### config.mk
export PLATFORM = sky130hd
export DESIGN_NAME = wb_crc32_flat
export DESIGN_NICKNAME = d
export VERILOG_FILES = /design/src/rtl/wb_crc32_if.sv /design/src/rtl/wb_crc32.sv /design/src/flat_wrapper.sv
export SDC_FILE = /design/constraint.sdc
export NUM_CORES = 1
export LEC_CHECK = 0
export CORE_ASPECT_RATIO = 2
export CORE_MARGIN = 2
export CORE_UTILIZATION = 55
export CTS_BUF_LIST = sky130_fd_sc_hd__clkbuf_16
export CTS_CLUSTER_SIZE = 8
export DETAILED_ROUTE_END_ITERATION = 6
export GPL_ROUTABILITY_DRIVEN = 0
export PLACE_DENSITY = 0.84
export SETUP_SLACK_MARGIN = 0.5
export SYNTH_ARGS = -nofsm -noshare
export SYNTH_HDL_FRONTEND = slang
export SYNTH_SLANG_ARGS = --single-unit
### constraint.sdc
create_clock -name clk -period 6.5 [get_ports clk]
set_clock_uncertainty 0.05 [all_clocks]
set_input_delay 0.975 -clock clk [delete_from_list [all_inputs] [get_ports clk]]
set_output_delay 0.975 -clock clk [all_outputs]
set_load 0.02 [all_outputs]
### src/rtl/wb_crc32_if.sv
// Wishbone B4 pipelined bus bundle for the wb_crc32 slave.
// The master drives the request; the slave returns data, ack, stall and err.
interface wb_crc32_if;
  logic        wb_cyc;
  logic        wb_stb;
  logic        wb_we;
  logic [31:0] wb_adr;
  logic [3:0]  wb_sel;
  logic [31:0] wb_dat_i;
  logic [31:0] wb_dat_o;
  logic        wb_ack;
  logic        wb_stall;
  logic        wb_err;

  modport master (
    output wb_cyc, wb_stb, wb_we, wb_adr, wb_sel, wb_dat_i,
    input  wb_dat_o, wb_ack, wb_stall, wb_err
  );

  modport slave (
    input  wb_cyc, wb_stb, wb_we, wb_adr, wb_sel, wb_dat_i,
    output wb_dat_o, wb_ack, wb_stall, wb_err
  );
endinterface

### src/rtl/wb_crc32.sv
// Wishbone B4 pipelined CRC-32 (IEEE 802.3, reflected) accelerator slave.
// Define WB_CRC32_FAST_EN to fold one byte per cycle instead of one bit per cycle.
module wb_crc32 #(
  parameter logic [31:0] POLY    = 32'hEDB88320,
  parameter logic [31:0] INIT    = 32'hFFFFFFFF,
  parameter logic [31:0] XOR_OUT = 32'hFFFFFFFF
) (
  input  logic        clk,
  input  logic        rst_n,
  wb_crc32_if.slave   wb
);

  typedef enum logic {S_IDLE, S_SHIFT} state_t;

  state_t      r_state;
  logic [31:0] r_crc;
  logic [31:0] r_data;
  logic [3:0]  r_sel;
  logic [15:0] r_cnt;
  logic        r_busy;
  logic        r_ack;
  logic [31:0] r_dat_o;
`ifndef WB_CRC32_FAST_EN
  logic [2:0]  r_bit;
`endif

  logic        w_stall;
  logic        w_accept;
  logic [1:0]  w_reg;
  logic [1:0]  w_idx;
  logic [7:0]  w_byte;
  logic [3:0]  w_sel_next;
  logic        w_unused;

  function automatic logic [31:0] crc_bit(input logic [31:0] c, input logic d);
    return (c >> 1) ^ (POLY & {32{c[0] ^ d}});
  endfunction

  function automatic logic [31:0] crc_byte(input logic [31:0] c, input logic [7:0] b);
    logic [31:0] t;
    t = c;
    for (int i = 0; i < 8; i++) t = crc_bit(t, b[i]);
    return t;
  endfunction

  function automatic logic [1:0] first_sel(input logic [3:0] s);
    if (s[0])      return 2'd0;
    else if (s[1]) return 2'd1;
    else if (s[2]) return 2'd2;
    else           return 2'd3;
  endfunction

  assign w_reg      = wb.wb_adr[3:2];
  // STAT reads are the only requests served while the engine is busy.
  assign w_stall    = r_busy & wb.wb_cyc & wb.wb_stb & ~(~wb.wb_we & (w_reg == 2'd3));
  assign w_accept   = wb.wb_cyc & wb.wb_stb & ~w_stall;
  assign w_idx      = first_sel(r_sel);
  assign w_byte     = r_data[{w_idx, 3'b000} +: 8];
  assign w_sel_next = r_sel & ~(4'b0001 << w_idx);
  assign w_unused   = ^{wb.wb_adr[31:4], wb.wb_adr[1:0]};

  assign wb.wb_stall = w_stall;
  assign wb.wb_ack   = r_ack;
  assign wb.wb_dat_o = r_dat_o;
  assign wb.wb_err   = 1'b0;

  always_ff @(posedge clk) begin
    if (w_accept && wb.wb_we && (w_reg == 2'd1) && (wb.wb_sel != 4'h0))
      r_data <= wb.wb_dat_i;
  end

  always_ff @(posedge clk or negedge rst_n) begin
    if (!rst_n) begin
      r_state <= S_IDLE;
      r_crc   <= INIT;
      r_sel   <= 4'h0;
      r_cnt   <= 16'h0;
      r_busy  <= 1'b0;
      r_ack   <= 1'b0;
      r_dat_o <= 32'h0;
`ifndef WB_CRC32_FAST_EN
      r_bit   <= 3'd0;
`endif
    end else begin
      r_ack   <= w_accept;
      r_dat_o <= 32'h0;

      if (w_accept) begin
        if (wb.wb_we) begin
          case (w_reg)
            2'd0: if (wb.wb_dat_i[0]) begin
              r_crc <= INIT;
              r_cnt <= 16'h0;
            end
            2'd1: if (wb.wb_sel != 4'h0) begin
              r_sel   <= wb.wb_sel;
              r_state <= S_SHIFT;
              r_busy  <= 1'b1;
`ifndef WB_CRC32_FAST_EN
              r_bit   <= 3'd0;
`endif
            end
            2'd2: r_crc <= wb.wb_dat_i;
            default: ;
          endcase
        end else begin
          case (w_reg)
            2'd2:    r_dat_o <= r_crc ^ XOR_OUT;
            2'd3:    r_dat_o <= {r_cnt, 15'h0, r_busy};
            default: r_dat_o <= 32'h0;
          endcase
        end
      end

      // Writes stall while shifting, so the engine never races a bus write.
      if (r_state == S_SHIFT) begin
`ifdef WB_CRC32_FAST_EN
        r_crc <= crc_byte(r_crc, w_byte);
        r_cnt <= r_cnt + 16'd1;
        r_sel <= w_sel_next;
        if (w_sel_next == 4'h0) begin
          r_state <= S_IDLE;
          r_busy  <= 1'b0;
        end
`else
        r_crc <= crc_bit(r_crc, w_byte[r_bit]);
        r_bit <= r_bit + 3'd1;
        if (r_bit == 3'd7) begin
          r_cnt <= r_cnt + 16'd1;
          r_sel <= w_sel_next;
          if (w_sel_next == 4'h0) begin
            r_state <= S_IDLE;
            r_busy  <= 1'b0;
          end
        end
`endif
      end
    end
  end

endmodule
### src/flat_wrapper.sv
// flat-port wrapper written by rule: the top's interface ports become plain ports
module wb_crc32_flat 
#(
  parameter logic [31:0] POLY    = 32'hEDB88320,
  parameter logic [31:0] INIT    = 32'hFFFFFFFF,
  parameter logic [31:0] XOR_OUT = 32'hFFFFFFFF
)
  (clk, rst_n, wb_wb_cyc, wb_wb_stb, wb_wb_we, wb_wb_adr, wb_wb_sel, wb_wb_dat_i, wb_wb_dat_o, wb_wb_ack, wb_wb_stall, wb_wb_err);
  wb_crc32_if wb_i ();
  input  logic clk;
  input  logic rst_n;
  input wire logic [$bits(wb_i.wb_cyc)-1:0] wb_wb_cyc;
  input wire logic [$bits(wb_i.wb_stb)-1:0] wb_wb_stb;
  input wire logic [$bits(wb_i.wb_we)-1:0] wb_wb_we;
  input wire logic [$bits(wb_i.wb_adr)-1:0] wb_wb_adr;
  input wire logic [$bits(wb_i.wb_sel)-1:0] wb_wb_sel;
  input wire logic [$bits(wb_i.wb_dat_i)-1:0] wb_wb_dat_i;
  output wire logic [$bits(wb_i.wb_dat_o)-1:0] wb_wb_dat_o;
  output wire logic [$bits(wb_i.wb_ack)-1:0] wb_wb_ack;
  output wire logic [$bits(wb_i.wb_stall)-1:0] wb_wb_stall;
  output wire logic [$bits(wb_i.wb_err)-1:0] wb_wb_err;
  assign wb_i.wb_cyc = wb_wb_cyc;
  assign wb_i.wb_stb = wb_wb_stb;
  assign wb_i.wb_we = wb_wb_we;
  assign wb_i.wb_adr = wb_wb_adr;
  assign wb_i.wb_sel = wb_wb_sel;
  assign wb_i.wb_dat_i = wb_wb_dat_i;
  assign wb_wb_dat_o = wb_i.wb_dat_o;
  assign wb_wb_ack = wb_i.wb_ack;
  assign wb_wb_stall = wb_i.wb_stall;
  assign wb_wb_err = wb_i.wb_err;
  wb_crc32 #(.POLY(POLY), .INIT(INIT), .XOR_OUT(XOR_OUT)) u_core (.clk(clk), .rst_n(rst_n), .wb(wb_i));
endmodule
==> results.cfg, run 1 <==
[power_and_ir_drop]
powerDensity_nw_per_um2 = 483
power_switching_uw = 1070
clock_power_share_pct = 30.7
seq_power_share_pct = 39.1
p_leak_uw = 0.00273
power_report.internal_total_uw = 2170
vdd_drop_max_v = 0.000365
power_frac_comb_pct = 30.2
swShare_pct = 33.1

[flow_run]
cap_violations = 0

[global_route]
globalRouteOverflowTotal = 0
first_global_vias = 4031
grt_start_max_net_pins = 57
grt_pass1_wl_um = 20200
grt.met1_usage_pct = 27.8
grt_use_met3_pct = 6.77
use_met2_pct = 45.5
grt_most_used_layer = met2
grt_antenna_before_repair = 0
track_usage_pct = 26.5

[critical_path]
critical_path.startpoint_type = primary input
crit-reg2reg-capture = u_core.r_crc[24]
crit_end = wb_wb_stall
worst-endpoint-arrival_ps = 2570
crit_path_end_kind = output pin
critical_path_max_stage_delay_ps = 580
setup.worst_path.start = wb_wb_adr[3]
path_max_fanout = 6
timing.reg2reg.setup_slack_ps = 3840
cp_slowest_cell = sky130_fd_sc_hd__clkdlybuf4s50_1
worstPathCellList = clkdlybuf4s50_1, nor2b_1, nand2_1, nand2_1, nor2_1, clkdlybuf4s50_1
worstSetupPathType = primary input to output pin
rr_worst_depth = 6
timing.rr.start = u_core.r_busy
critPathRequiredTime_ps = 5470

[synthesis]
synth_top_area_share_pct = 27.3
asyncSetResetFlopFracSynth_pct = 73.8
synth_area_um2 = 5310
synth.net_count = 556
post_synth_main_area_contributors = sky130_fd_sc_hd__dfrtp_1 (27%), sky130_fd_sc_hd__edfxtp_1 (18%), sky130_fd_sc_hd__dfstp_2 (16%)
yosys.area.top_type = sky130_fd_sc_hd__dfrtp_1
yosysWarningCount = 0
synth_edf_count = 32
cell_with_the_most_instances_after_synthesis = sky130_fd_sc_hd__nor2_1
synthCells = 480
synth_sequential_area_ratio_pct = 61.2
postSynthAreaPerCell_um2 = 11.1
synth_ff_type = sky130_fd_sc_hd__dfrtp_1
yosys_register_bits = 122
synth.cells.most_frequent = sky130_fd_sc_hd__nor2_1 (64), sky130_fd_sc_hd__dfrtp_1 (58), sky130_fd_sc_hd__a21oi_1 (48), sky130_fd_sc_hd__dfstp_2 (32), sky130_fd_sc_hd__edfxtp_1 (32)
synth_cell_type_count = 50

[finish]
finalCoreUtilization_pct = 71.6
antenna_cells_inserted = 0
drive_gt1_share_pct = 12.9
final_net_count = 627
finalNonFillerCells = 668
areaGrowthSynthToFinish_pct = 26.5

[sta]
report.final.hold_viol_count = 0
fin_tns_setup_ps = 0
timing.fmax_mhz = 278
grt_setup_unrepaired = false
slew-limit-headroom_pct = 14.8
fin_ws_ps = 2900
period_needed_ps = 3600
report.final.slew_viol_count = 0
final.period_utilization_pct = 55.3
timing.final.setup_violations = 0
tightest_slew_ps = 1280

[clocking]
hold_buffers = 0
numCtsBuffers = 17
sinks_on_clock_net = 122
cts.repair.resized = 0
clockRootBuffer = sky130_fd_sc_hd__clkbuf_16
worstSkewPairLatency_ps = 420
cts_tree = done
clock_tree.buffer_depth = 2
ctsHtreeMaxLevel = 4
clock_transition_at_the_registers_of_the_reported_paths_ps = 50
cts_post_setup_buffers_inserted = 0

[drt]
viasPerCell = 5.94
drt.antenna.violating_nets = 0
drt_first_pass_iters = 4
totalWireLength_um = 12900
drt_iter0_drc = 317
routed-via-count = 3970
drcViolationCount = 0
routedWlPerCell_um = 19.3

[die]
std_cell_rows = 50
top_level_ports = 108
die_height_um = 143
chipWidth_um = 73.5
die_area_um2 = 10500
fp.coreArea_um2 = 9380
initial_core_util_pct = 56.6

[placed_design]
port_buffers = 76
preCtsSetupSlack_ps = 2760
post-place-cells = 636
detailed_place_hpwl_um = 8620

[outcome]
run_status = finished, final reports clean

[min_path]
tightest_hold_check_type = flip-flop to flip-flop
cells in the final DEF, fill, tap and decap left out, types with 2 or more instances in the layout:
cell / n
sky130_fd_sc_hd__a22oi_1: 2
sky130_fd_sc_hd__nand2_1: 25
sky130_fd_sc_hd__or3_1: 2
sky130_fd_sc_hd__o31ai_1: 4
sky130_fd_sc_hd__a21oi_1: 48
sky130_fd_sc_hd__ha_1: 3
sky130_fd_sc_hd__xnor2_1: 29
sky130_fd_sc_hd__clkinv_1: 4
sky130_fd_sc_hd__or2_2: 2
sky130_fd_sc_hd__nor3b_1: 2
sky130_fd_sc_hd__dfrtp_1: 58
sky130_fd_sc_hd__nand4_1: 2
sky130_fd_sc_hd__and3_1: 3
sky130_fd_sc_hd__nand3_1: 9
sky130_fd_sc_hd__a21boi_0: 2
sky130_fd_sc_hd__clkdlybuf4s50_1: 75
sky130_fd_sc_hd__clkbuf_16: 19
sky130_fd_sc_hd__o21ai_0: 15
sky130_fd_sc_hd__a32oi_1: 2
sky130_fd_sc_hd__xor2_1: 5
sky130_fd_sc_hd__nor3_1: 8
sky130_fd_sc_hd__bufinv_16: 4
sky130_fd_sc_hd__nand2b_1: 12
sky130_fd_sc_hd__mux2_2: 5
sky130_fd_sc_hd__a22o_1: 3
sky130_fd_sc_hd__clkinv_2: 2
sky130_fd_sc_hd__edfxtp_1: 32
sky130_fd_sc_hd__o22ai_1: 31
sky130_fd_sc_hd__dfstp_2: 32
sky130_fd_sc_hd__mux2i_1: 4
sky130_fd_sc_hd__inv_1: 28
sky130_fd_sc_hd__nor2_1: 64
sky130_fd_sc_hd__o221ai_1: 6
sky130_fd_sc_hd__buf_4: 6
power by group through the flow:
stage	Sequential [uW]	Clock, uW	Combinational (uW)
4_1_cts	1260	1000	980
3_3_place_gp	1250	0	912
6_report	1270	994	980
3_5_place_dp	1270	0	956
2_1_floorplan	1170	0	845
5_1_grt	1290	1040	1090
metrics by stage:
step	hold slack, ps	area (um2)	total power (uW)
after CTS	427	6720	3240
after floorplan	403	5310	2010
after detailed placement	423	6090	2220
after global placement	411	6090	2170
after global routing	441	6720	3410
final	429	6720	3240
worst min path at each step:
stage	start	end	slack, ps	cells past startpoint
after floorplan	u_core.r_crc[17]	u_core.r_crc[16]	400	2
after global placement	u_core.r_crc[4]	u_core.r_crc[3]	410	2
after detailed placement	u_core.r_crc[18]	u_core.r_crc[17]	420	2
after CTS	u_core.r_crc[3]	u_core.r_crc[2]	430	2
after global routing	u_core.r_crc[8]	u_core.r_crc[7]	440	2
final	u_core.r_crc[7]	u_core.r_crc[6]	430	2
layer usage:
metal	vias up	wire (um)
met3	56	664
met2	168	7140
li1	1816	-
met1	1930	4450
met5	-	0
met4	0	665
cells by family (layout without fill, tap and decap cells):
logic type | Yosys count | after routing | share of synthesized area (%)
compound gates | 120 | 120 | 14.0
mux | 10 | 10 | 2.24
simple gates | 135 | 135 | 11.4
other cells | 1 | 1 | 0.0706
fa+ha+maj | 4 | 4 | 0.895
flops | 122 | 122 | 61.2
xor+xnor | 34 | 34 | 5.61
buf+inv | 54 | 138 | 4.55
registers in the layout, summed over array words and instances (netlist names):
signal and flops:
u_core.r_data 32, u_core.r_crc 32, u_core.wb.wb_ack 1, u_core.r_cnt 16, u_core.r_state 1, u_core.r_sel 4, u_core.r_bit 3, u_core.r_busy 1
u_core.wb.wb_dat_o 32
cell type report:
class | count | area (um2)
flip-flops and latches | 122 | 3250
fillers | 627 | 2660
multi-input cells | 304 | 1820
repair buffers | 81 | 796
clock buffers | 19 | 475
clock inverters | 13 | 156
well taps | 104 | 130
inverters | 25 | 93.8
worst max-delay path, delay by kind of cell:
kind | cells | cell delay, ps
buffers and inverters | 2 | 1110
and+or+nand+nor | 4 | 480
Power figures use the tool's default switching activity.
==> run 2: changes to the inputs <==
CORE_UTILIZATION = 46   (was 55)
PLACE_DENSITY = 0.75   (was 0.84)
clock period = 3.2 ns   (was 6.5 ns; I/O delays follow)
==> run 2 against run 1 <==
Compared with the run above:
- sequential share of layout area fell by 0.45 points
- largest cell class unchanged
- largest power group unchanged
- sequential power is 100% higher
- setup slack worse by 2300 ps
- first-iteration DRC count down 22%
- global-route usage down 4.3 points
- hold slack better by 1.3 ps
- critical path depth unchanged
- via count fell by 1.4%
- non-clock buffer count rose by 3
- utilization fell by 12 points
- critical endpoint unchanged
- highest routed layer unchanged
- clock power rose by 96%
- register-to-register slack got worse by 3200 ps
==> results.cfg, run 2 (synthesis gave the netlist of run 1 again) <==
[die]
std_cell_rows = 55
fp.coreArea_um2 = 11300
top_level_ports = 108
die_height_um = 156
die_area_um2 = 12500
initial_core_util_pct = 47.1
chipWidth_um = 80.0

[sta]
worst_hold_slack_ps = 431
final.period_utilization_pct = 81.8
period_needed_ps = 2620
slew-limit-headroom_pct = 52.8
tightest_slew_ps = 705
timing.final.setup_violations = 0
report.final.hold_viol_count = 0
grt_setup_unrepaired = false
fin_tns_setup_ps = 0
timing.fmax_mhz = 382
fin_ws_ps = 583
report.final.slew_viol_count = 0

[placed_design]
detailed_place_hpwl_um = 8860
preCtsSetupSlack_ps = 479
port_buffers = 76

[min_path]
min_to = u_core.r_crc[22]
cell_depth_of_the_worst_hold_path = 2
worstHoldStart = u_core.r_crc[23]
tightest_hold_check_type = flip-flop to flip-flop

[critical_path]
crit_path_end_kind = output pin
crit-reg2reg-capture = u_core.r_crc[19]
timing.rr.start = u_core.r_sel[2]
path_max_fanout = 6
rr_worst_depth = 6
critical_path.startpoint_type = primary input
worst-endpoint-arrival_ps = 2090
timing.reg2reg.setup_slack_ps = 670
worstSetupPathType = primary input to output pin
setup.worst_path.start = wb_wb_adr[3]
critPathRequiredTime_ps = 2670

[global_route]
grt_pass1_wl_um = 20700
first_global_vias = 4104
globalRouteOverflowTotal = 0
grt_start_max_net_pins = 54
track_usage_pct = 22.2
grt_antenna_before_repair = 0

[power_and_ir_drop]
vdd_drop_max_v = 0.000631
powerDensity_nw_per_um2 = 959
p_leak_uw = 0.00273

[drt]
drt.antenna.violating_nets = 0
viasPerCell = 5.52
drcViolationCount = 0
totalWireLength_um = 12900
drt_first_pass_iters = 5
routed-via-count = 3915
drt_iter0_drc = 248
routedWlPerCell_um = 18.2

[finish]
sequential_cell_area_um2 = 3250
final_net_count = 630
areaGrowthSynthToFinish_pct = 27.7
mostFrequentLayoutCells = sky130_fd_sc_hd__clkdlybuf4s50_1 (75), sky130_fd_sc_hd__nor2_1 (64), sky130_fd_sc_hd__dfrtp_1 (58)
antenna_cells_inserted = 0
multiInputGateArea_um2 = 1820
drive_gt1_share_pct = 14.5
final_common_cell = sky130_fd_sc_hd__clkdlybuf4s50_1
num-fill-cells = 944

[clocking]
worstSkewPairLatency_ps = 420
numCtsBuffers = 17
cts_post_setup_buffers_inserted = 0
clock_transition_at_the_registers_of_the_reported_paths_ps = 60
sinks_on_clock_net = 122
clock_tree.buffer_depth = 2
ctsHtreeMaxLevel = 4
clockRootBuffer = sky130_fd_sc_hd__clkbuf_16
cts_tree = done

[outcome]
run_status = finished, final reports clean

[flow_run]
cap_violations = 0
-- run 2: worst max-delay path by stage --
stage	cells past startpoint	slack [ps]	end
global route	6	510	u_core.r_crc[19]
finish	6	580	wb_wb_stall
detailed placement	7	480	u_core.r_crc[24]
floorplan	5	940	u_core.r_sel[2]
global placement	7	560	u_core.r_crc[13]
CTS	6	610	wb_wb_stall
-- run 2: cell type report --
cell class	instances	share of cell area, %
multi-input combinational	304	26.8
tap	142	2.62
inverter	25	1.38
timing repair buffer	84	12.3
clock buffer	18	6.64
clock inverter	14	2.32
sequential	122	47.9
-- run 2: where the power goes --
part	switching, uW	internal [uW]	total [uW]
sequential	467	2110	2580
combinational	1040	930	1970
clock	745	1210	1950
total	2260	4250	6510
-- run 2: repair_timing --
action                                  4_1_cts  5_1_grt
endpoints found under the setup margin        0        3
hold buffers                                  1        0
endpoints found under the hold margin        23        0
resized for setup                             0        1
-- run 2: worst max-delay path, stage by stage --
cell	delay [ps]
sky130_fd_sc_hd__clkdlybuf4s50_1	510
sky130_fd_sc_hd__nor2b_1	210
sky130_fd_sc_hd__nand2_1	90
sky130_fd_sc_hd__nand2_1	70
sky130_fd_sc_hd__nor2_1	110
sky130_fd_sc_hd__clkdlybuf4s50_1	630
-- run 2: metal layers --
metal / track usage [%] / routed length [um] / vias to the layer above
met4: 12.3 / 555 / 0
li1: - / - / 1833
met5: 0 / 0 / -
met1: 23.5 / 4650 / 1887
met3: 5.56 / 659 / 39
met2: 39.1 / 7020 / 156
-- run 2: per-stage QoR --
stage,total power (uW),cells,utilization [%],cell area (um2)
4_1_cts,6510,709,60.1,6780
6_report,6510,709,60.1,6790
2_1_floorplan,4090,480,-,5310
5_1_grt,6840,709,60.1,6790
3_5_place_dp,4530,676,54.6,6170
3_3_place_gp,4440,676,54.6,6170
==> run 3: changes to the inputs <==
CORE_UTILIZATION = 51   (was 46)
PLACE_DENSITY = 0.78   (was 0.75)
clock period = 2.5 ns   (was 3.2 ns; I/O delays follow)
==> run 3 against run 2 <==
Compared with the run above:
- sequential share of layout area fell by 2.6 points
- cell area rose by 5.8%
- highest routed layer unchanged
- count of clock-buffer cells in the layout did not move
- routed wire length rose by 6.1%
- utilization rose by 11 points
- combinational power rose by 70%
- die area fell by 9.4%
- total power rose by 41%
- sequential power rose by 27%
==> results.cfg, run 3 (synthesis gave the netlist of run 1 again) <==
[die]
chipWidth_um = 76.2
std_cell_rows = 52
die_height_um = 148
fp.coreArea_um2 = 10100
top_level_ports = 108
initial_core_util_pct = 52.3
die_area_um2 = 11300

[global_route]
track_usage_pct = 25.0
grt_antenna_before_repair = 0
grt_pass1_wl_um = 21400
first_global_vias = 4212
grt_start_max_net_pins = 55
globalRouteOverflowTotal = 0

[sta]
grt_setup_unrepaired = true
fin_tns_setup_ps = 0
timing.fmax_mhz = 473
report.final.hold_viol_count = 0
worst_hold_slack_ps = 321
fin_ws_ps = 388
slew-limit-headroom_pct = 64.1
timing.final.setup_violations = 0
tightest_slew_ps = 539
period_needed_ps = 2110
report.final.slew_viol_count = 0
final.period_utilization_pct = 84.5

[clocking]
cts_tree = done
clock_transition_at_the_registers_of_the_reported_paths_ps = 60
numCtsBuffers = 17
ctsHtreeMaxLevel = 4
clockRootBuffer = sky130_fd_sc_hd__clkbuf_16
sinks_on_clock_net = 122
clock_tree.buffer_depth = 2
worstSkewPairLatency_ps = 410

[outcome]
run_status = finished, final reports clean

[critical_path]
crit-reg2reg-capture = u_core.r_crc[9]
critical_path.startpoint_type = flip-flop
critPathRequiredTime_ps = 2770
worstSetupPathType = flip-flop to flip-flop
critical_path_max_stage_delay_ps = 470
rr_worst_depth = 8
path_max_fanout = 8
timing.reg2reg.setup_slack_ps = 390
timing.rr.start = u_core.r_sel[1]
worst-endpoint-arrival_ps = 2390
worstPathCellList = buf_4, or2_4, o221ai_1, a32oi_2, o211ai_4, buf_6, xnor2_2, a21oi_1
cp_slowest_cell = sky130_fd_sc_hd__dfrtp_2
crit_path_end_kind = flip-flop

[drt]
drcViolationCount = 0
drt.antenna.violating_nets = 0
routed-via-count = 4164
drt_iter0_drc = 293
totalWireLength_um = 13700
routedWlPerCell_um = 18.9
viasPerCell = 5.76
drt_first_pass_iters = 5

[finish]
final_net_count = 651
finalCoreUtilization_pct = 70.7
final_common_cell = sky130_fd_sc_hd__clkdlybuf4s50_1
num-fill-cells = 717
antenna_cells_inserted = 0
areaGrowthSynthToFinish_pct = 35.1
mostFrequentLayoutCells = sky130_fd_sc_hd__clkdlybuf4s50_1 (74), sky130_fd_sc_hd__nor2_1 (62), sky130_fd_sc_hd__dfrtp_1 (55)
drive_gt1_share_pct = 22.6

[placed_design]
detailed_place_hpwl_um = 9100
port_buffers = 76
preCtsSetupSlack_ps = 197

[power_and_ir_drop]
powerDensity_nw_per_um2 = 1270
p_leak_uw = 0.00292
pnr_total_power_uw = 9150
vdd_drop_max_v = 0.000906

[min_path]
tightest_hold_check_type = primary input to asynchronous set/reset pin

[flow_run]
cap_violations = 0
[run 3: cell count changes in the layout (fill, tap and decap cells not counted), moves of 4 or more]
| cell | change |
|---|---|
| sky130_fd_sc_hd__xnor2_2 | +5 |
| sky130_fd_sc_hd__buf_4 | +14 |
| sky130_fd_sc_hd__buf_12 | +4 |
| sky130_fd_sc_hd__xnor2_1 | -5 |
[run 3: power by group]
part	total (uW)	leakage, uW	internal, uW	switching (uW)
Combinational	3340	0.00124	1640	1690
Sequential	3280	0.00138	2710	570
Clock	2530	0.000293	1630	902
Total	9150	0.00292	5980	3170
[run 3: layer usage]
layer | routed length [um] | track usage (%)
met3 | 726 | 5.83
met5 | 0 | 0
met4 | 698 | 17.5
met1 | 4690 | 26.0
met2 | 7570 | 44.1
[run 3: worst max-delay path, delay by kind of cell (launching register included)]
kind | cells | cell delay, ps
flops | 1 | 470
buf+inv | 2 | 360
simple gates | 1 | 300
xor+xnor | 1 | 130
compound gates | 4 | 700
[run 3: per-stage QoR]
| stage | area (um2) | instances |
|---|---|---|
| floorplan | 5310 | 480 |
| CTS | 7040 | 718 |
| global route | 7180 | 723 |
| detailed placement | 6290 | 681 |
| global placement | 6290 | 681 |
| finish | 7180 | 723 |
[run 3: worst max-delay path by stage]
stage,from,to,slack (ps),cells after the start
2_1_floorplan,u_core.r_bit[0],u_core.r_crc[30],520,7
3_3_place_gp,wb_wb_cyc,u_core.r_crc[2],240,9
3_5_place_dp,wb_wb_cyc,u_core.r_crc[13],200,9
4_1_cts,u_core.r_sel[1],u_core.r_crc[26],390,7
5_1_grt,u_core.r_sel[1],u_core.r_crc[30],330,7
6_report,u_core.r_sel[1],u_core.r_crc[9],390,8
[run 3: timing repair]
action | CTS | global route
setup buffers | 4 | 4
cloned | 0 | 1
pin swaps | 4 | 15
endpoints found under the hold margin | 10 | 0
setup endpoints to repair | 24 | 26
hold buffers | 1 | 0
resized for setup | 20 | 21
[run 3: cell type report]
type	instances	area, um2	share of cell area, %
sequential	122	3260	45.4
timing repair buffer	105	1060	14.8
inverter	25	95.1	1.32
clock inverter	14	169	2.35
tap	135	169	2.35
multi-input combinational	304	1970	27.5
clock buffer	18	450	6.28
